<file path="src/rtl/alu_cmd_sequencer.sv">
// Sequential command front end for the 6-bit ALU: accumulator on a, registered operand on b,
// programmable settle time, result capture with flags and a completed-operation counter.
module alu_cmd_sequencer #(
  parameter int EXEC_CYCLES = 1,
  parameter int CNT_W       = 8
) (
  input  logic             clk,
  input  logic             rst_n,
  input  logic             in_valid,
  output logic             in_ready,
  input  logic             in_load,
  input  logic [2:0]       in_opcode,
  input  logic [5:0]       in_operand,
  output logic [5:0]       alu_a,
  output logic [5:0]       alu_b,
  output logic [2:0]       alu_opcode,
  input  logic [5:0]       alu_result,
  output logic             out_valid,
  input  logic             out_ready,
  output logic [5:0]       out_data,
  output logic             out_zero,
  output logic             out_neg,
  output logic [CNT_W-1:0] op_count
);

  localparam logic [1:0] CNT_INIT = 2'(EXEC_CYCLES - 1);
  localparam logic [2:0] OP_SLT   = 3'b100;

  typedef enum logic [1:0] {S_IDLE, S_EXEC, S_HOLD} state_t;

  state_t           r_state, w_state_next;
  logic [5:0]       r_acc, w_acc_next;
  logic [5:0]       r_alu_b, w_alu_b_next;
  logic [2:0]       r_alu_op, w_alu_op_next;
  logic [1:0]       r_cnt, w_cnt_next;
  logic [5:0]       r_out_data, w_out_data_next;
  logic             r_out_valid, w_out_valid_next;
  logic [CNT_W-1:0] r_op_count, w_op_count_next;
  logic             r_in_ready, w_in_ready_next;

  logic             w_accept;
  logic [5:0]       w_masked;

  assign w_accept = r_in_ready && in_valid && (r_state == S_IDLE);
  // The compare opcode yields a single meaningful bit; upper ALU bits are don't-care.
  assign w_masked = (r_alu_op == OP_SLT) ? {5'b0, alu_result[0]} : alu_result;

  always_ff @(posedge clk or negedge rst_n) begin
    if (!rst_n) begin
      r_state     <= S_IDLE;
      r_acc       <= '0;
      r_alu_b     <= '0;
      r_alu_op    <= '0;
      r_cnt       <= '0;
      r_out_data  <= '0;
      r_out_valid <= 1'b0;
      r_op_count  <= '0;
      r_in_ready  <= 1'b0;
    end else begin
      r_state     <= w_state_next;
      r_acc       <= w_acc_next;
      r_alu_b     <= w_alu_b_next;
      r_alu_op    <= w_alu_op_next;
      r_cnt       <= w_cnt_next;
      r_out_data  <= w_out_data_next;
      r_out_valid <= w_out_valid_next;
      r_op_count  <= w_op_count_next;
      r_in_ready  <= w_in_ready_next;
    end
  end

  always_comb begin
    w_state_next     = r_state;
    w_acc_next       = r_acc;
    w_alu_b_next     = r_alu_b;
    w_alu_op_next    = r_alu_op;
    w_cnt_next       = r_cnt;
    w_out_data_next  = r_out_data;
    w_out_valid_next = r_out_valid;
    w_op_count_next  = r_op_count;

    case (r_state)
      S_IDLE: begin
        if (w_accept) begin
          if (in_load) begin
            w_acc_next = in_operand;
          end else begin
            w_alu_b_next  = in_operand;
            w_alu_op_next = in_opcode;
            w_cnt_next    = CNT_INIT;
            w_state_next  = S_EXEC;
          end
        end
      end
      S_EXEC: begin
        if (r_cnt != 2'd0) begin
          w_cnt_next = r_cnt - 2'd1;
        end else begin
          w_out_data_next  = w_masked;
          w_out_valid_next = 1'b1;
          if (r_alu_op != OP_SLT) begin
            w_acc_next = w_masked;
          end
          w_state_next = S_HOLD;
        end
      end
      S_HOLD: begin
        if (out_ready) begin
          w_out_valid_next = 1'b0;
          w_op_count_next  = r_op_count + CNT_W'(1);
          w_state_next     = S_IDLE;
        end
      end
      default: begin
        w_state_next = S_IDLE;
      end
    endcase

    // Registered ready: high exactly when the machine will sit in IDLE next cycle.
    w_in_ready_next = (w_state_next == S_IDLE);
  end

  assign in_ready   = r_in_ready;
  assign alu_a      = r_acc;
  assign alu_b      = r_alu_b;
  assign alu_opcode = r_alu_op;
  assign out_valid  = r_out_valid;
  assign out_data   = r_out_data;
  assign out_zero   = (r_out_data == 6'd0);
  assign out_neg    = r_out_data[5];
  assign op_count   = r_op_count;

endmodule

</file>
<file path="config.mk">
export PLATFORM = sky130hd
export DESIGN_NAME = alu_cmd_sequencer
export DESIGN_NICKNAME = d
export VERILOG_FILES = /design/src/rtl/alu_cmd_sequencer.sv
export SDC_FILE = /design/constraint.sdc
export NUM_CORES = 1
export LEC_CHECK = 0
export BUFFER_PORTS_ARGS = -buffer_cell sky130_fd_sc_hd__buf_2
export CAP_MARGIN = 20
export CORE_ASPECT_RATIO = 0.6
export CORE_MARGIN = 2
export CORE_UTILIZATION = 39
export CTS_BUF_LIST = sky130_fd_sc_hd__clkbuf_8 sky130_fd_sc_hd__clkbuf_16
export CTS_CLUSTER_DIAMETER = 100
export CTS_CLUSTER_SIZE = 10
export DETAILED_ROUTE_END_ITERATION = 10
export GPL_TIMING_DRIVEN = 0
export HOLD_SLACK_MARGIN = 0.05
export SLEW_MARGIN = 10
export SYNTH_ARGS = -nofsm -noshare
export SYNTH_HDL_FRONTEND = slang
export SYNTH_SLANG_ARGS = --single-unit
</file>
<file path="constraint.sdc">
create_clock -name clk -period 3.8 [get_ports clk]
set_input_delay 0.19 -clock clk [delete_from_list [all_inputs] [get_ports clk]]
set_output_delay 0.19 -clock clk [all_outputs]
set_load 0.01 [all_outputs]
</file>
==> run metrics <==
Syn Inst Count=119; Slew HR=49.7%; Peak Freq=593 MHz; Final Wtd Congestion=0.905; IO buf count=52; cell area power density=804 mW/mm2; CTS tree=built; Slew @ Worst Pin=0.755 ns; core area=0.00379 mm2; # clock sinks=35; largest family of logic cells by synthesized area=simple AND/OR/NAND/NOR gates; register bit count reported by yosys=35; met1 Use GR=23.6%; crit-path max FO=10; total track usage=17.0%; H-tree depth=2; final clock period utilization by the worst path=44.4%; Post-synth EDFFs=0; ANT nets after route=0; CP required=3.96 ns; met2 Use GR=24.4%; CTS clk-pin slew, worst paths=0.07 ns; CTS root buffer=clkbuf_8; RSZ-0062 raised after global routing=false; CP Launch Type=register; GRT met3 Usage=6.08%; status=complete, no violations; DR iter-0 viols=71; syn_area_per_cell=13.3 um2; Net count, final=201; worst clock skew=0.00615 ns; FFs w/ async S/R, synth=100%; Setup CP Type=register to register; post-route design area=0.00199 mm2; HPWL after DPL=2630 um; Cell Area, Placed=0.00190 mm2; setup TNS=0 ns; average wire per standard cell=15.5 um; clk_lat worst skew=0.28 ns; DRC viols=0; die height=53.3 um; Worst Hold Launch=alu_result[3]; RR Startpoint=r_cnt[0]; kind of end point of the critical path=register; largest net degree at the start of global routing=36; number of buffers created by CTS=5; row cnt=17; Tmin final=1.69 ns; complex-gate fraction of the synthesized area=9.80%; mux cell area share after synthesis=12.1%; Synth Area in XOR/XNOR=3.87%; yosys warns=0; peak supply drop=279 uV; Fin. Hold Viols=0; Synth Flop Type=dfrtp_1; Resized Gates After CTS=0; Clock Path Buffers=2; Area growth, synth to finish=25.9%; I/O pins=53; part of the Yosys area used for sequential elements=55.3%; via count=1,176; WL final=3520 um; worst min path class=primary input to register; CP Data Arrival Time=1.85 ns; Slew Viols, Final=0; final global-route overflow total=0; Mapped Area=0.00158 mm2; LEAKAGE=0.961 nW; distinct cell type count of the synthesized netlist=33; layout cells sized above 1=47.2%; PnR worst setup slack=2.11 ns; die width=86.2 um; largest area contributor in the netlist=dfrtp_1; most frequent cell after synthesis=dfrtp_1; Antenna Cells=0; Vias per Instance=5.18; Initial Utilization=41.8%; Detailed Routing Iterations Pass 1=4; Max Cap Viol=0; initial antenna violation count=0; vias in the first global route=1,143; Top Usage Layer GRT=met2; synth cell count leaders=35 x dfrtp_1, 17 x mux2_2, 6 x nand2_1; syn_nets=141; simple-gate portion of the synthesized area=14.2%; Critical Path Start=r_cnt[0]; die area=0.00460 mm2; Synth area leaders=dfrtp_1 55%, mux2_2 12%, a22o_1 2.8%, o2bb2ai_1 2.8%, xnor2_1 2.8%; Synth top area share=55.3%; adder-cell share of the synthesized area=1.58%; # setup viols final=0; Post-Place Worst Slack=2.10 ns; first-pass GRT wire length=5710 um
final cells by class:
cell class / instances / area, um2
inverter: 3 / 11.3
multi-input combinational: 76 / 657
fill: 359 / 1790
sequential: 35 / 876
timing repair buffer: 53 / 270
clock inverter: 3 / 12.5
buffer: 5 / 38.8
tap: 47 / 58.8
clock buffer: 5 / 68.8
routing by layer:
layer  vias to the layer above  part of all wire (%)  routed length (um)
met5                         -                     0                   0
li1                        554                     -                   -
met3                         4                   6.1                 215
met1                       593                    50                1780
met2                        25                    43                1500
met4                         0                  0.71                  25
state kept, by name, summed over array words and instances (netlist names):
signal,cells
alu_a,6
out_data,6
op_count,8
alu_opcode,3
out_valid,1
in_ready,1
r_cnt,2
r_state,2
alu_b,6
kinds of logic (layout without fill, tap and decap cells):
family,Yosys count,in the layout
simple gates,32,32
xor+xnor,7,7
fa+ha+maj,2,2
buf+inv,8,69
flops,35,35
compound gates,18,18
mux,17,17
worst max-delay path: stages (launching register included):
cell and delay [ns]:
dfrtp_1 0.35, inv_1 0.05, ha_1 0.26, nand3b_2 0.25, a2bb2oi_4 0.29, mux2_2 0.37
path summary, 6_finish.rpt:
kind,cells after the start,end,slack (ns)
max,5,alu_a[2],2.11
max reg2reg,5,alu_a[2],2.11
min reg2reg,1,op_count[7],0.47
min in group asynchronous,2,out_data[0],0.51
min,2,out_data[3],0.14
max in group asynchronous,2,r_state[0],2.80
what timing repair did:
item / 4_1_cts / 5_1_grt
hold endpoints to repair: 35 / 0
setup buffers: 0 / 0
setup endpoints to repair: 0 / 0
hold buffers: 1 / 0
layout by cell type (no fill, tap or decap), types with 2 or more instances in the layout:
| master | n |
|---|---|
| buf_2 | 53 |
| dfrtp_1 | 35 |
| mux2_2 | 17 |
| nand2_1 | 6 |
| inv_1 | 5 |
| o21ai_0 | 5 |
| nand3b_1 | 5 |
| o2bb2ai_1 | 5 |
| xnor2_1 | 5 |
| a22o_1 | 5 |
| clkbuf_8 | 5 |
| nor2_1 | 3 |
| nand4_1 | 3 |
| buf_6 | 2 |
| nand3b_2 | 2 |
| nor3_1 | 2 |
| xor2_1 | 2 |
| ha_1 | 2 |
stage by stage:
stage | hold WS, ns | instances | power, mW | utilization, %
global route | 0.131 | 227 | 1.72 | 52.6
detailed placement | 0.310 | 218 | 1.36 | 50.2
floorplan | -0.106 | 119 | 1.10 | -
finish | 0.137 | 227 | 1.60 | 52.6
CTS | 0.132 | 227 | 1.62 | 52.6
global placement | 0.298 | 218 | 1.34 | 50.2
power by group:
group / internal (mW) / switching [mW]
Sequential: 0.531 / 0.116
Combinational: 0.363 / 0.339
Clock: 0.123 / 0.130
Total: 1.02 / 0.584
Note: power is estimated with default switching activity, not from simulation.
